### src/rtl/speed_pacer_pkg.sv
// speed_pacer_pkg: shared state encoding, speed width and period function for the speed pacer.
package speed_pacer_pkg;

    localparam int unsigned SPEED_W = 3;

    typedef enum logic [1:0] {IDLE, LOAD, RUN} state_e;

    // Level 7 is fastest: period shrinks linearly from 8*base down to 1*base.
    function automatic int unsigned period(input int unsigned base, input logic [SPEED_W-1:0] s);
        return base * (32'd8 - {29'd0, s});
    endfunction

endpackage

### src/rtl/speed_sync.sv
// speed_sync: 2-flop synchronizer plus a two-cycle stability filter for the asynchronous speed level.
module speed_sync
    import speed_pacer_pkg::*;
(
    input  logic               clk,
    input  logic               reset,
    input  logic [SPEED_W-1:0] speed,
    output logic [SPEED_W-1:0] speed_stable
);

    logic [SPEED_W-1:0] s1_q, s2_q, s3_q, stable_q;

    // Ripple edges and single-cycle glitches never show equal on two consecutive samples.
    always_ff @(posedge clk or negedge reset) begin
        if (!reset) begin
            s1_q     <= '0;
            s2_q     <= '0;
            s3_q     <= '0;
            stable_q <= '0;
        end else begin
            s1_q     <= speed;
            s2_q     <= s1_q;
            s3_q     <= s2_q;
            stable_q <= (s2_q == s3_q) ? s2_q : stable_q;
        end
    end

    assign speed_stable = stable_q;

endmodule

### src/rtl/speed_pacer.sv
// speed_pacer: turns a filtered speed level into evenly paced one-cycle step ticks
// and a wrapping step position; new levels take effect only at period reloads.
module speed_pacer
    import speed_pacer_pkg::*;
#(
    parameter int unsigned BASE_PERIOD = 4,
    parameter int unsigned CNT_W       = 16,
    parameter int unsigned POS_W       = 8
) (
    input  logic               clk,
    input  logic               reset,
    input  logic               enable,
    input  logic [SPEED_W-1:0] speed,
    output logic               tick,
    output logic [POS_W-1:0]   position,
    output logic [SPEED_W-1:0] speed_active,
    output logic               busy
);

    state_e             state_q, state_d;
    logic [CNT_W-1:0]   cnt_q, cnt_d, reload;
    logic [POS_W-1:0]   pos_q, pos_d;
    logic [SPEED_W-1:0] act_q, act_d, speed_stable;
    logic               tick_q, tick_d, busy_q;

    speed_sync u_sync (
        .clk          (clk),
        .reset        (reset),
        .speed        (speed),
        .speed_stable (speed_stable)
    );

    assign reload = CNT_W'(period(BASE_PERIOD, speed_stable) - 32'd1);

    always_comb begin
        state_d = state_q;
        cnt_d   = cnt_q;
        tick_d  = 1'b0;
        pos_d   = pos_q;
        act_d   = act_q;
        case (state_q)
            IDLE: begin
                cnt_d   = '0;
                state_d = enable ? LOAD : IDLE;
            end
            LOAD: begin
                act_d   = speed_stable;
                cnt_d   = reload;
                state_d = RUN;
            end
            RUN: begin
                // A dropped enable wins even on the terminal count, so no tick escapes.
                if (!enable) begin
                    state_d = IDLE;
                    cnt_d   = '0;
                end else if (cnt_q == '0) begin
                    tick_d = 1'b1;
                    pos_d  = pos_q + POS_W'(1);
                    act_d  = speed_stable;
                    cnt_d  = reload;
                end else begin
                    cnt_d = cnt_q - CNT_W'(1);
                end
            end
            default: begin
                state_d = IDLE;
                cnt_d   = '0;
            end
        endcase
    end

    always_ff @(posedge clk or negedge reset) begin
        if (!reset) begin
            state_q <= IDLE;
            cnt_q   <= '0;
            tick_q  <= 1'b0;
            pos_q   <= '0;
            act_q   <= '0;
            busy_q  <= 1'b0;
        end else begin
            state_q <= state_d;
            cnt_q   <= cnt_d;
            tick_q  <= tick_d;
            pos_q   <= pos_d;
            act_q   <= act_d;
            busy_q  <= (state_d != IDLE);
        end
    end

    assign tick         = tick_q;
    assign position     = pos_q;
    assign speed_active = act_q;
    assign busy         = busy_q;

endmodule

### config.mk
export PLATFORM = sky130hd
export DESIGN_NAME = speed_pacer
export DESIGN_NICKNAME = d
export VERILOG_FILES = /design/src/rtl/speed_pacer_pkg.sv /design/src/rtl/speed_sync.sv /design/src/rtl/speed_pacer.sv
export SDC_FILE = /design/constraint.sdc
export NUM_CORES = 1
export LEC_CHECK = 0
export BUFFER_PORTS_ARGS = -buffer_cell sky130_fd_sc_hd__buf_4
export CORE_MARGIN = 1
export CORE_UTILIZATION = 53
export CTS_CLUSTER_DIAMETER = 40
export DETAILED_ROUTE_END_ITERATION = 10
export PLACE_DENSITY = 0.82
export SLEW_MARGIN = 20
export SYNTH_ARGS = -nofsm -noshare
export SYNTH_HDL_FRONTEND = slang
export SYNTH_HIERARCHICAL = 1
export SYNTH_SLANG_ARGS = --single-unit
### constraint.sdc
create_clock -name clk -period 2.4 [get_ports clk]
set_clock_uncertainty 0.15 [all_clocks]
set_input_delay 0.48 -clock clk [delete_from_list [all_inputs] [get_ports clk]]
set_output_delay 0.48 -clock clk [all_outputs]
set_load 0.005 [all_outputs]
==> impl_metrics.csv, run 1 <==
group,metric,value,unit
timing,finalHoldViolCount,8,
die,ios,19,
place,io_buffers,18,
logic_synthesis,syn_area_per_cell,10.6,µm²
place,dp_slack,-0.102,ns
clock_network,clk_latency,0.31,ns
logic_synthesis,ys_seq_area_frac,0.507,
die,coreArea,3740,µm²
timing,worst_pin_slew,0.532,ns
die,start_util,0.567,
global_routing,grt_start_max_net_pins,44,
timing,setup_violations,21,
detailed_routing,drc,0,
clock_network,clock-sinks,43,
logic_synthesis,synth_top_family_by_area,"simple AND/OR/NAND/NOR gates",
die,die_x,65.3,µm
global_routing,antenna_found_initial,0,
logic_synthesis,synthSimpleGateAreaFrac,0.168,
logic_synthesis,synth_edf_count,0,
clock_network,cts_tree,"yes",
global_routing,grt_pass1_vias,1688,
timing,slew_headroom,0.645,
global_routing,grt_overflow,0,
worst_setup_path,r2r_cells,6,
logic_synthesis,yosys_warnings,6,
detailed_routing,first_iter_violations,170,
worst_setup_path,cp-end-kind,"register",
logic_synthesis,synth_compound_area_frac,0.153,
logic_synthesis,synth-async-reset-ratio,1.00,
clock_network,cts_inserted_buffers,5,
detailed_routing,vias_per_cell,6.06,
final_layout,multi_input_area,1130,µm²
logic_synthesis,synthMuxAreaShare,0.0319,
clock_network,clkSlewWorstSetupHoldPaths,0.08,ns
worst_setup_path,cp_max_fo,5,
timing,hold_slack,-0.00994,ns
worst_setup_path,worstReg2RegEnd,"speed_active[0]",
detailed_routing,ant_nets,0,
final_layout,diodes,0,
global_routing,grt_pass1_wl,7.78,mm
timing,rsz0062_at_grt,"true",
logic_synthesis,ys_types,40,
worst_setup_path,r2r_slack,-0.18,ns
clock_network,clk_path_buf_depth,2,
timing,final_max_slew_viol_count,0,
detailed_routing,first_pass_iters,4,
run_status,outcome,"complete, but fails checks",
run_status,violations,"negative hold slack, negative setup slack",
detailed_routing,routed_wl,5.28,mm
timing,min_period,2.58,ns
place,numPlacedInstances,279,
logic_synthesis,synthXorXnorAreaFrac,0.0619,
detailed_routing,vias,1770,
worst_hold_path,holdCritPathClass,"in -> async",
detailed_routing,wire_per_inst,18.1,µm
logic_synthesis,synth_flop_cell,"dfrtp_1",
logic_synthesis,synth.cell_area,2120,µm²
clock_network,cts_root_buf,"clkbuf_8",
final_layout,final_cells,292,
final_layout,syn_to_final_growth,27.4,%
place,gp_congestion,0.896,
global_routing,grt_usage,0.244,
final_layout,num-fill-cells,250,
worst_setup_path,required,2.44,ns
worst_setup_path,startpoint_type,"register",
die,die_area,4260,µm²
timing,fin_crit_sh,1.07,
final_layout,fin_nets,257,
final_layout,drive_above_1_share,0.307,
logic_synthesis,synthCells,200,
timing,fin_ws,-0.179,ns
place,place_hpwl,3.11,mm
logic_synthesis,ys_ff_latch,43,
worst_setup_path,crit_type,"reg -> reg",
worst_setup_path,regToRegStartpoint,"cnt_q[0]",
flow_run,maxCapViolations,0,
worst_setup_path,worstPathArrival,2.62,ns
logic_synthesis,synth_fp_nets,214,
logic_synthesis,synthAdderAreaFrac,0.0472,
timing,max_freq,388,MHz
die,rows,22,
final_layout,register_area,1080,µm²
clock_network,cts_max_level,2,
die,die_h,65.3,µm
-- metrics by stage --
| stage | utilization | area [µm²] | setup TNS, ns |
|---|---|---|---|
| final | 0.722 | 2700 | -1.41 |
| after global routing | 0.722 | 2700 | -2.57 |
| after CTS | 0.687 | 2570 | -0.258 |
| after detailed placement | 0.652 | 2440 | -0.363 |
| after global placement | 0.652 | 2440 | -0.0532 |
| after floorplan | - | 2130 | -0.288 |
-- layout make-up --
cell class | instances | area share
multi-input combinational | 143 | 0.417
inverter | 9 | 0.0125
sequential | 43 | 0.398
clock inverter | 2 | 0.00602
clock buffer | 6 | 0.0306
timing repair buffer | 41 | 0.114
tap | 48 | 0.0222
-- cells in the final DEF, fill, tap and decap left out, types with 2 or more instances in the layout --
| cell | instances |
|---|---|
| nor3_4 | 2 |
| o31a_1 | 5 |
| inv_2 | 2 |
| nor4_4 | 2 |
| xnor2_1 | 7 |
| nand3_1 | 5 |
| mux2_2 | 2 |
| o32ai_1 | 3 |
| nand2_1 | 11 |
| o31ai_1 | 2 |
| or4_1 | 6 |
| or4_4 | 3 |
| ha_1 | 7 |
| xor2_1 | 7 |
| nor2_1 | 6 |
| o211ai_1 | 3 |
| clkbuf_8 | 6 |
| inv_1 | 6 |
| and3_1 | 2 |
| nor3_1 | 5 |
| a22oi_1 | 2 |
| a211oi_1 | 2 |
| mux2_4 | 4 |
| buf_4 | 41 |
| o21ai_0 | 16 |
| dfrtp_1 | 43 |
| a21oi_1 | 10 |
| nor4_1 | 5 |
| nand2b_1 | 2 |
| nand4_1 | 3 |
| nand3b_1 | 2 |
| o32ai_2 | 2 |
-- worst max-delay path, cell delays in order, from the launching register on --
cell and delay (ns):
dfrtp_1 0.40, inv_2 0.10, ha_4 0.14, or4b_4 0.46, or4_4 0.63, o22ai_4 0.24
mux2_4 0.34
-- per-layer routing --
layer | track usage | part of all wire | vias to the layer above
met5 | 0 | 0 | -
met4 | 0.0897 | 0.022 | 0
met3 | 0.0486 | 0.052 | 14
met2 | 0.418 | 0.52 | 66
met1 | 0.304 | 0.40 | 864
li1 | - | - | 826
-- synthesized netlist by cell type (all sizes together) (2+ instances only) --
| cell | n | area, µm² |
|---|---|---|
| a21oi | 11 | 55.1 |
| nor3 | 8 | 40.0 |
| mux2 | 6 | 67.6 |
| ha | 8 | 100 |
| o31a | 5 | 43.8 |
| and3 | 2 | 12.5 |
| or4 | 8 | 67.6 |
| o211ai | 3 | 22.5 |
| o31ai | 2 | 15.0 |
| nand2 | 12 | 45.0 |
| inv | 8 | 30.0 |
| a211oi | 2 | 15.0 |
| xnor2 | 7 | 61.3 |
| o32ai | 5 | 43.8 |
| nand2b | 2 | 12.5 |
| xor2 | 8 | 70.1 |
| dfrtp | 43 | 1080 |
| nand4 | 3 | 18.8 |
| nand3b | 2 | 15.0 |
| nor2 | 7 | 26.3 |
| a22oi | 2 | 15.0 |
| clkbuf | 5 | 20.0 |
| nor4 | 7 | 43.8 |
| o21ai | 16 | 80.1 |
| nand3 | 5 | 25.0 |
-- state kept, by name (all words and copies together), names as in the netlist --
register / cells
position: 8
speed_active: 3
busy: 1
cnt_q: 16
tick: 1
state_q: 2
u_sync/speed_stable: 3
u_sync/s1_q: 3
u_sync/s3_q: 3
u_sync/s2_q: 3
-- cells by family after synthesis --
| group | count (synthesis) |
|---|---|
| AND/OR/NAND/NOR | 62 |
| adder cells (fa/ha/maj) | 8 |
| buffers and inverters | 15 |
| multiplexers | 6 |
| AO/OA/AOI/OAI | 51 |
| XOR/XNOR | 15 |
| flip-flops | 43 |
-- timing repair --
action | 4_1_cts | 5_1_grt
pin swaps | 0 | 6
hold endpoints to repair | 0 | 0
gates resized for setup | 4 | 20
setup buffers | 0 | 4
endpoints found under the setup margin | 8 | 21
gates cloned | 1 | 0
hold buffers | 0 | 0
-- worst max path at each step --
stage	slack (ns)	endpoint	start	depth (start not counted)
floorplan	-0.05	position[5]	cnt_q[0]	7
global placement	-0.02	speed_active[1]	cnt_q[0]	6
detailed placement	-0.10	speed_active[2]	cnt_q[0]	6
CTS	-0.07	position[5]	cnt_q[1]	6
global route	-0.22	speed_active[0]	cnt_q[0]	6
finish	-0.18	speed_active[0]	cnt_q[0]	6
Power of run 1 is not shown: default switching activity piles up to over one toggle a cycle in this logic, so the estimate is an artifact.
==> run 2: changes to the inputs <==
--- a/config.mk
+++ b/config.mk
@@ -5,6 +5,7 @@
 export SDC_FILE = /design/constraint.sdc
 export NUM_CORES = 1
 export LEC_CHECK = 0
+export ABC_AREA = 1
 export BUFFER_PORTS_ARGS = -buffer_cell sky130_fd_sc_hd__buf_4
 export CORE_MARGIN = 1
 export CORE_UTILIZATION = 53
==> run 2 against run 1 <==
  * The run now ends clean
  * Maximum frequency increased by 34%
  * Wire length fell by 14%
  * Die area is 7.8% higher
  * Core utilization decreased by 8.0 points
  * Critical path depth grew 3
  * Sequential share of layout area is 1.2 points higher
  * Global-route usage down 1.5 points
  * Synthesized cell count is 42% higher
  * Design area down 3.0%
  * Synthesized area rose by 8.1%
  * Setup slack gained 0.66 ns
  * Critical endpoint is now cnt_q[14]
==> impl_metrics.csv, run 2 <==
group,metric,value,unit
clock_network,ctsResizeCount,0,
final_layout,drive_above_1_share,0.146,
place,io_buffers,18,
final_layout,regMostFlops,"cnt_q",
power,p_switching,0.00188,W
detailed_routing,vias_per_cell,5.22,
die,start_util,0.561,
logic_synthesis,synth_area_leaders,"dfrtp_1 47%, nand2_1 13%, inv_1 5.7%, nand3_1 5.0%, nor2_1 4.4%",
timing,slew_headroom,0.648,
worst_hold_path,holdCritPathClass,"in -> async",
global_routing,antenna_found_initial,0,
die,die_x,67.8,µm
global_routing,grt_overflow,0,
logic_synthesis,synth.cell_area,2290,µm²
flow_run,maxCapViolations,0,
worst_setup_path,cp-end-kind,"register",
final_layout,syn_to_final_growth,14.4,%
worst_setup_path,worstReg2RegEnd,"cnt_q[14]",
power,internal_power,0.00211,W
logic_synthesis,ys_ff_latch,43,
detailed_routing,drc,0,
detailed_routing,first_iter_violations,98,
power,pwr-share-clk,0.167,
global_routing,grt_pass1_vias,1803,
die,die_h,67.8,µm
logic_synthesis,ys_types,28,
clock_network,cts_max_level,2,
clock_network,post_cts_buffers,0,
run_status,outcome,"finished clean",
global_routing,grt_pass1_wl,7.65,mm
clock_network,clk_path_buf_depth,2,
timing,min_period,1.92,ns
timing,rsz0062_at_grt,"false",
clock_network,clk_latency,0.30,ns
power,power.total,0.00399,W
timing,max_freq,520,MHz
logic_synthesis,synth_most_common_cell,"nand2_1",
global_routing,grt_start_max_net_pins,44,
final_layout,fin_nets,321,
detailed_routing,routed_wl,4.53,mm
logic_synthesis,ys_seq_area_frac,0.469,
clock_network,cts_inserted_buffers,5,
clock_network,cts_tree,"yes",
clock_network,cts_root_buf,"clkbuf_8",
timing,worst_pin_slew,0.528,ns
clock_network,hold_buffers,0,
logic_synthesis,synth_top_area_frac,0.469,
worst_setup_path,crit_type,"reg -> reg",
detailed_routing,wire_per_inst,12.7,µm
final_layout,finish.utilization,0.642,
timing,setup_tns,0,ns
power,switching_share,0.471,
logic_synthesis,synthTopCellsByCount,"78 x nand2_1, 43 x dfrtp_1, 35 x inv_1",
logic_synthesis,synth_top_cell_by_area,"dfrtp_1",
worst_setup_path,cp_max_fo,9,
clock_network,clock-sinks,43,
logic_synthesis,synth_flop_cell,"dfrtp_1",
detailed_routing,vias,1870,
die,coreArea,4090,µm²
logic_synthesis,synth-async-reset-ratio,1.00,
logic_synthesis,syn_area_per_cell,8.10,µm²
worst_setup_path,worstPathArrival,1.99,ns
worst_setup_path,r2r_cells,9,
die,die_area,4590,µm²
final_layout,largest_reg_flops,16,
die,rows,23,
power,leakage,1.38,nW
timing,final_max_slew_viol_count,0,
power,pwr-share-comb,0.565,
worst_setup_path,startpoint_type,"register",
timing,finalHoldViolCount,0,
logic_synthesis,yosys_warnings,6,
detailed_routing,first_pass_iters,4,
worst_setup_path,regToRegStartpoint,"u_sync/speed_stable[0]",
logic_synthesis,synth_edf_count,0,
clock_network,clkSlewWorstSetupHoldPaths,0.08,ns
place,place_hpwl,3.15,mm
logic_synthesis,synthCells,283,
worst_setup_path,required,2.46,ns
worst_setup_path,r2r_slack,0.48,ns
final_layout,diodes,0,
detailed_routing,ant_nets,0,
logic_synthesis,synth_fp_nets,297,
timing,setup_violations,0,
timing,fin_crit_sh,0.802,
place,gp_congestion,0.824,
power,p_seq_frac,0.268,
die,ios,19,
final_layout,final_common_cell,"nand2_1",
global_routing,grt_usage,0.229,
power,ir_drop,850,µV
power,p_per_area,1520,nW/µm²
final_layout,final_cell_mix,"78 x nand2_1, 43 x dfrtp_1, 35 x inv_1",
run 2: worst max-delay path by stage:
stage | start | end | slack (ns) | cells after the start
after floorplan | state_q[0] | position[4] | 0.73 | 8
after global placement | state_q[0] | position[4] | 0.56 | 8
after detailed placement | state_q[0] | position[4] | 0.52 | 8
after CTS | state_q[0] | cnt_q[2] | 0.49 | 8
after global routing | u_sync/speed_stable[0] | cnt_q[14] | 0.32 | 9
final | u_sync/speed_stable[0] | cnt_q[14] | 0.48 | 9
run 2: layer usage:
metal  GRT usage  wire (µm)  up-vias
li1            -          -      945
met1       0.278       1960      870
met5           0          0        -
met4       0.117        120        0
met3      0.0591        232       15
met2       0.371       2220       40
run 2: logic make-up (layout without fill, tap and decap cells):
| group | count (synthesis) | after routing | synth area share |
|---|---|---|---|
| xor+xnor | 12 | 12 | 0.0491 |
| buf+inv | 39 | 64 | 0.0639 |
| fa+ha+maj | 8 | 8 | 0.0437 |
| simple gates | 151 | 151 | 0.304 |
| flops | 43 | 43 | 0.469 |
| compound gates | 30 | 30 | 0.0699 |
run 2: metrics by stage:
| step | hold WS (ns) | worst slack (ns) | std cells | cell area [µm²] |
|---|---|---|---|---|
| after floorplan | 0.0344 | 0.730 | 283 | 2290 |
| after global placement | 0.194 | 0.555 | 350 | 2490 |
| after detailed placement | 0.186 | 0.524 | 350 | 2490 |
| after CTS | 0.0220 | 0.491 | 358 | 2620 |
| after global routing | 0.0511 | 0.322 | 358 | 2620 |
| final | 0.00159 | 0.476 | 358 | 2620 |
run 2: cell type report:
class / instances / area [µm²]
clock buffer: 5 / 68.8
fill: 333 / 1460
multi-input combinational: 201 / 1070
tap: 50 / 62.6
timing repair buffer: 18 / 135
sequential: 43 / 1080
inverter: 38 / 143
clock inverter: 3 / 67.6
run 2: worst max-delay path: stages, from the launching register on:
cell	delay [ns]
dfrtp_1	0.40
inv_2	0.07
ha_1	0.31
nor2_1	0.16
nand2_1	0.08
nor2_1	0.18
nand2_1	0.09
nand2_2	0.17
nand2_1	0.07
a21oi_1	0.16
run 2: power groups by stage:
stage | Clock, W | Sequential, W | Combinational (W)
after floorplan | 0 | 0.00105 | 0.00170
after global placement | 0 | 0.00107 | 0.00216
after detailed placement | 0 | 0.00108 | 0.00220
after CTS | 0.000675 | 0.00107 | 0.00225
after global routing | 0.000701 | 0.00110 | 0.00254
final | 0.000666 | 0.00107 | 0.00225
(Power assumes the default switching activity.)
==> run 3: changes to the inputs <==
==> constraint.sdc (replaced) <==
create_clock -name clk -period 1.7 [get_ports clk]
set_clock_uncertainty 0.15 [all_clocks]
set_input_delay 0.34 -clock clk [delete_from_list [all_inputs] [get_ports clk]]
set_output_delay 0.34 -clock clk [all_outputs]
set_load 0.005 [all_outputs]
==> run 3 against run 2 <==
  * The run now ends with negative setup slack left
  * Register-to-register slack worse by 0.49 ns
  * Clock-buffer cell count is 1 higher
  * Critical path type unchanged
  * First-iteration DRC count is 63% higher
  * Die area stayed put
  * Total power is 53% higher
  * Critical endpoint is now cnt_q[9]
  * Critical path depth stayed put
  * Maximum frequency is 12% higher
==> impl_metrics.csv, run 3 (same netlist as run 2, synthesis figures left out) <==
group,metric,value,unit
place,io_buffers,18,
clock_network,clock-sinks,43,
die,die_x,67.8,µm
worst_setup_path,crit_buf_inv,1,
final_layout,syn_to_final_growth,25.9,%
clock_network,clkSlewWorstSetupHoldPaths,0.08,ns
timing,setup_violations,1,
timing,finalHoldViolCount,0,
global_routing,grt_start_max_net_pins,44,
timing,rsz0062_at_grt,"true",
detailed_routing,vias_per_cell,5.22,
global_routing,grt_pass1_wl,7.60,mm
final_layout,final_common_cell,"nand2_1",
timing,fin_crit_sh,1.01,
power,pwr-share-clk,0.132,
detailed_routing,first_iter_violations,160,
detailed_routing,drc,0,
detailed_routing,ant_nets,0,
worst_setup_path,worstPathArrival,1.78,ns
worst_setup_path,cpLargestDelayFamily,"simple AND/OR/NAND/NOR gates",
worst_setup_path,cp_max_fo,5,
power,switching_share,0.476,
detailed_routing,vias,1973,
worst_setup_path,slowest_delay,0.39,ns
timing,final_max_slew_viol_count,0,
die,die_h,67.8,µm
worst_setup_path,slowest_stage,"dfrtp_1",
worst_setup_path,cp-end-kind,"register",
final_layout,final_cell_mix,"71 x nand2_1, 43 x dfrtp_1, 33 x buf_4",
clock_network,clk_latency,0.29,ns
timing,min_period,1.71,ns
clock_network,cts_tree,"yes",
timing,fin_ws,-0.0102,ns
global_routing,grt_pass1_vias,1772,
worst_setup_path,startpoint_type,"register",
die,die_area,4590,µm²
final_layout,diodes,0,
power,ir_drop,1260,µV
worst_setup_path,crit_type,"reg -> reg",
run_status,violations,"negative setup slack",
global_routing,grt_usage,0.227,
timing,slew_headroom,0.647,
detailed_routing,first_pass_iters,4,
worst_hold_path,holdCritPathClass,"in -> reg",
clock_network,cts_inserted_buffers,5,
worst_setup_path,required,1.77,ns
final_layout,fin_nets,341,
power,p_seq_frac,0.247,
die,ios,19,
power,internal_power,0.00320,W
clock_network,cts_root_buf,"clkbuf_8",
power,leakage,1.49,nW
final_layout,largest_reg_flops,16,
flow_run,maxCapViolations,0,
place,dp_slack,-0.102,ns
power,pwr-share-comb,0.621,
place,place_hpwl,3.38,mm
final_layout,num-fill-cells,302,
die,start_util,0.561,
run_status,outcome,"complete, but fails checks",
global_routing,grt_overflow,0,
timing,worst_pin_slew,0.529,ns
die,coreArea,4090,µm²
detailed_routing,wire_per_inst,12.9,µm
clock_network,clk_path_buf_depth,2,
place,gp_congestion,0.912,
final_layout,drive_above_1_share,0.253,
power,p_per_area,2110,nW/µm²
final_layout,regMostFlops,"cnt_q",
detailed_routing,routed_wl,4.89,mm
die,rows,23,
timing,hold_slack,0.202,ns
clock_network,cts_max_level,2,
global_routing,antenna_found_initial,0,
power,p_switching,0.00290,W
timing,max_freq,585,MHz
worst_setup_path,worstPathCellList,"inv_2, ha_4, nor2_4, nand2_2, nor2_4, nand2_2, nand2_4, nand2_4, a21oi_4",
## run 3: metal layers
metal	up-vias	part of all wire	routed length, µm	track usage
met3	11	0.044	214	0.0490
met1	925	0.43	2110	0.287
li1	985	-	-	-
met2	52	0.50	2470	0.374
met4	0	0.020	99	0.0957
met5	-	0	0	0
## run 3: per-stage QoR
stage          instance area [µm²]  setup TNS [ns]   util  std cells  power, W
3_5_place_dp                  2580          -0.591  0.632        363   0.00484
4_1_cts                       2770               0  0.677        374   0.00576
5_1_grt                       2890          -0.858  0.706        378   0.00662
2_1_floorplan                 2290               0      -        283   0.00388
3_3_place_gp                  2580          -0.325  0.632        363   0.00475
6_report                      2890         -0.0102  0.706        378   0.00610
## run 3: final cells by class
cell class                 instances  area (µm²)  share of cell area
clock buffer                       6        82.6              0.0286
clock inverter                     2        35.0              0.0121
inverter                          38         145              0.0503
multi-input combinational        202        1200               0.415
sequential                        43        1080               0.373
tap                               50        62.6              0.0217
timing repair buffer              37         288              0.0997
## run 3: path summary, 6_finish.rpt
path / endpoint / depth (start not counted) / slack, ns / from
max in group asynchronous: position[2] / 2 / 0.60 / reset
min in group asynchronous: speed_active[2] / 2 / 0.44 / reset
worst min-delay path: state_q[1] / 3 / 0.20 / enable
worst max register to register: cnt_q[9] / 9 / -0.01 / u_sync/speed_stable[0]
worst max-delay path: cnt_q[9] / 9 / -0.01 / u_sync/speed_stable[0]
worst min register to register: u_sync/s2_q[1] / 0 / 0.21 / u_sync/s1_q[1]
## run 3: what timing repair did
item / 4_1_cts / 5_1_grt
buffers inserted: 0 / 2
endpoints found under the hold margin: 45 / 1
pin swaps: 1 / 8
hold buffers: 3 / 1
cloned: 0 / 1
gates resized for setup: 10 / 22
setup endpoints to repair: 9 / 22
## run 3: worst reg2reg max path, delay by kind of cell, from the launching register on
family          cells  cell delay [ns]
compound gates      1             0.15
flops               1             0.39
fa+ha+maj           1             0.21
buf+inv             1             0.09
simple gates        6             0.66
## run 3: power groups by stage
| stage | Sequential (W) | Combinational, W | Clock (W) |
|---|---|---|---|
| after floorplan | 0.00148 | 0.00240 | 0 |
| after global placement | 0.00150 | 0.00324 | 0 |
| after detailed placement | 0.00151 | 0.00333 | 0 |
| after CTS | 0.00149 | 0.00345 | 0.000817 |
| after global routing | 0.00154 | 0.00422 | 0.000857 |
| final | 0.00151 | 0.00378 | 0.000807 |
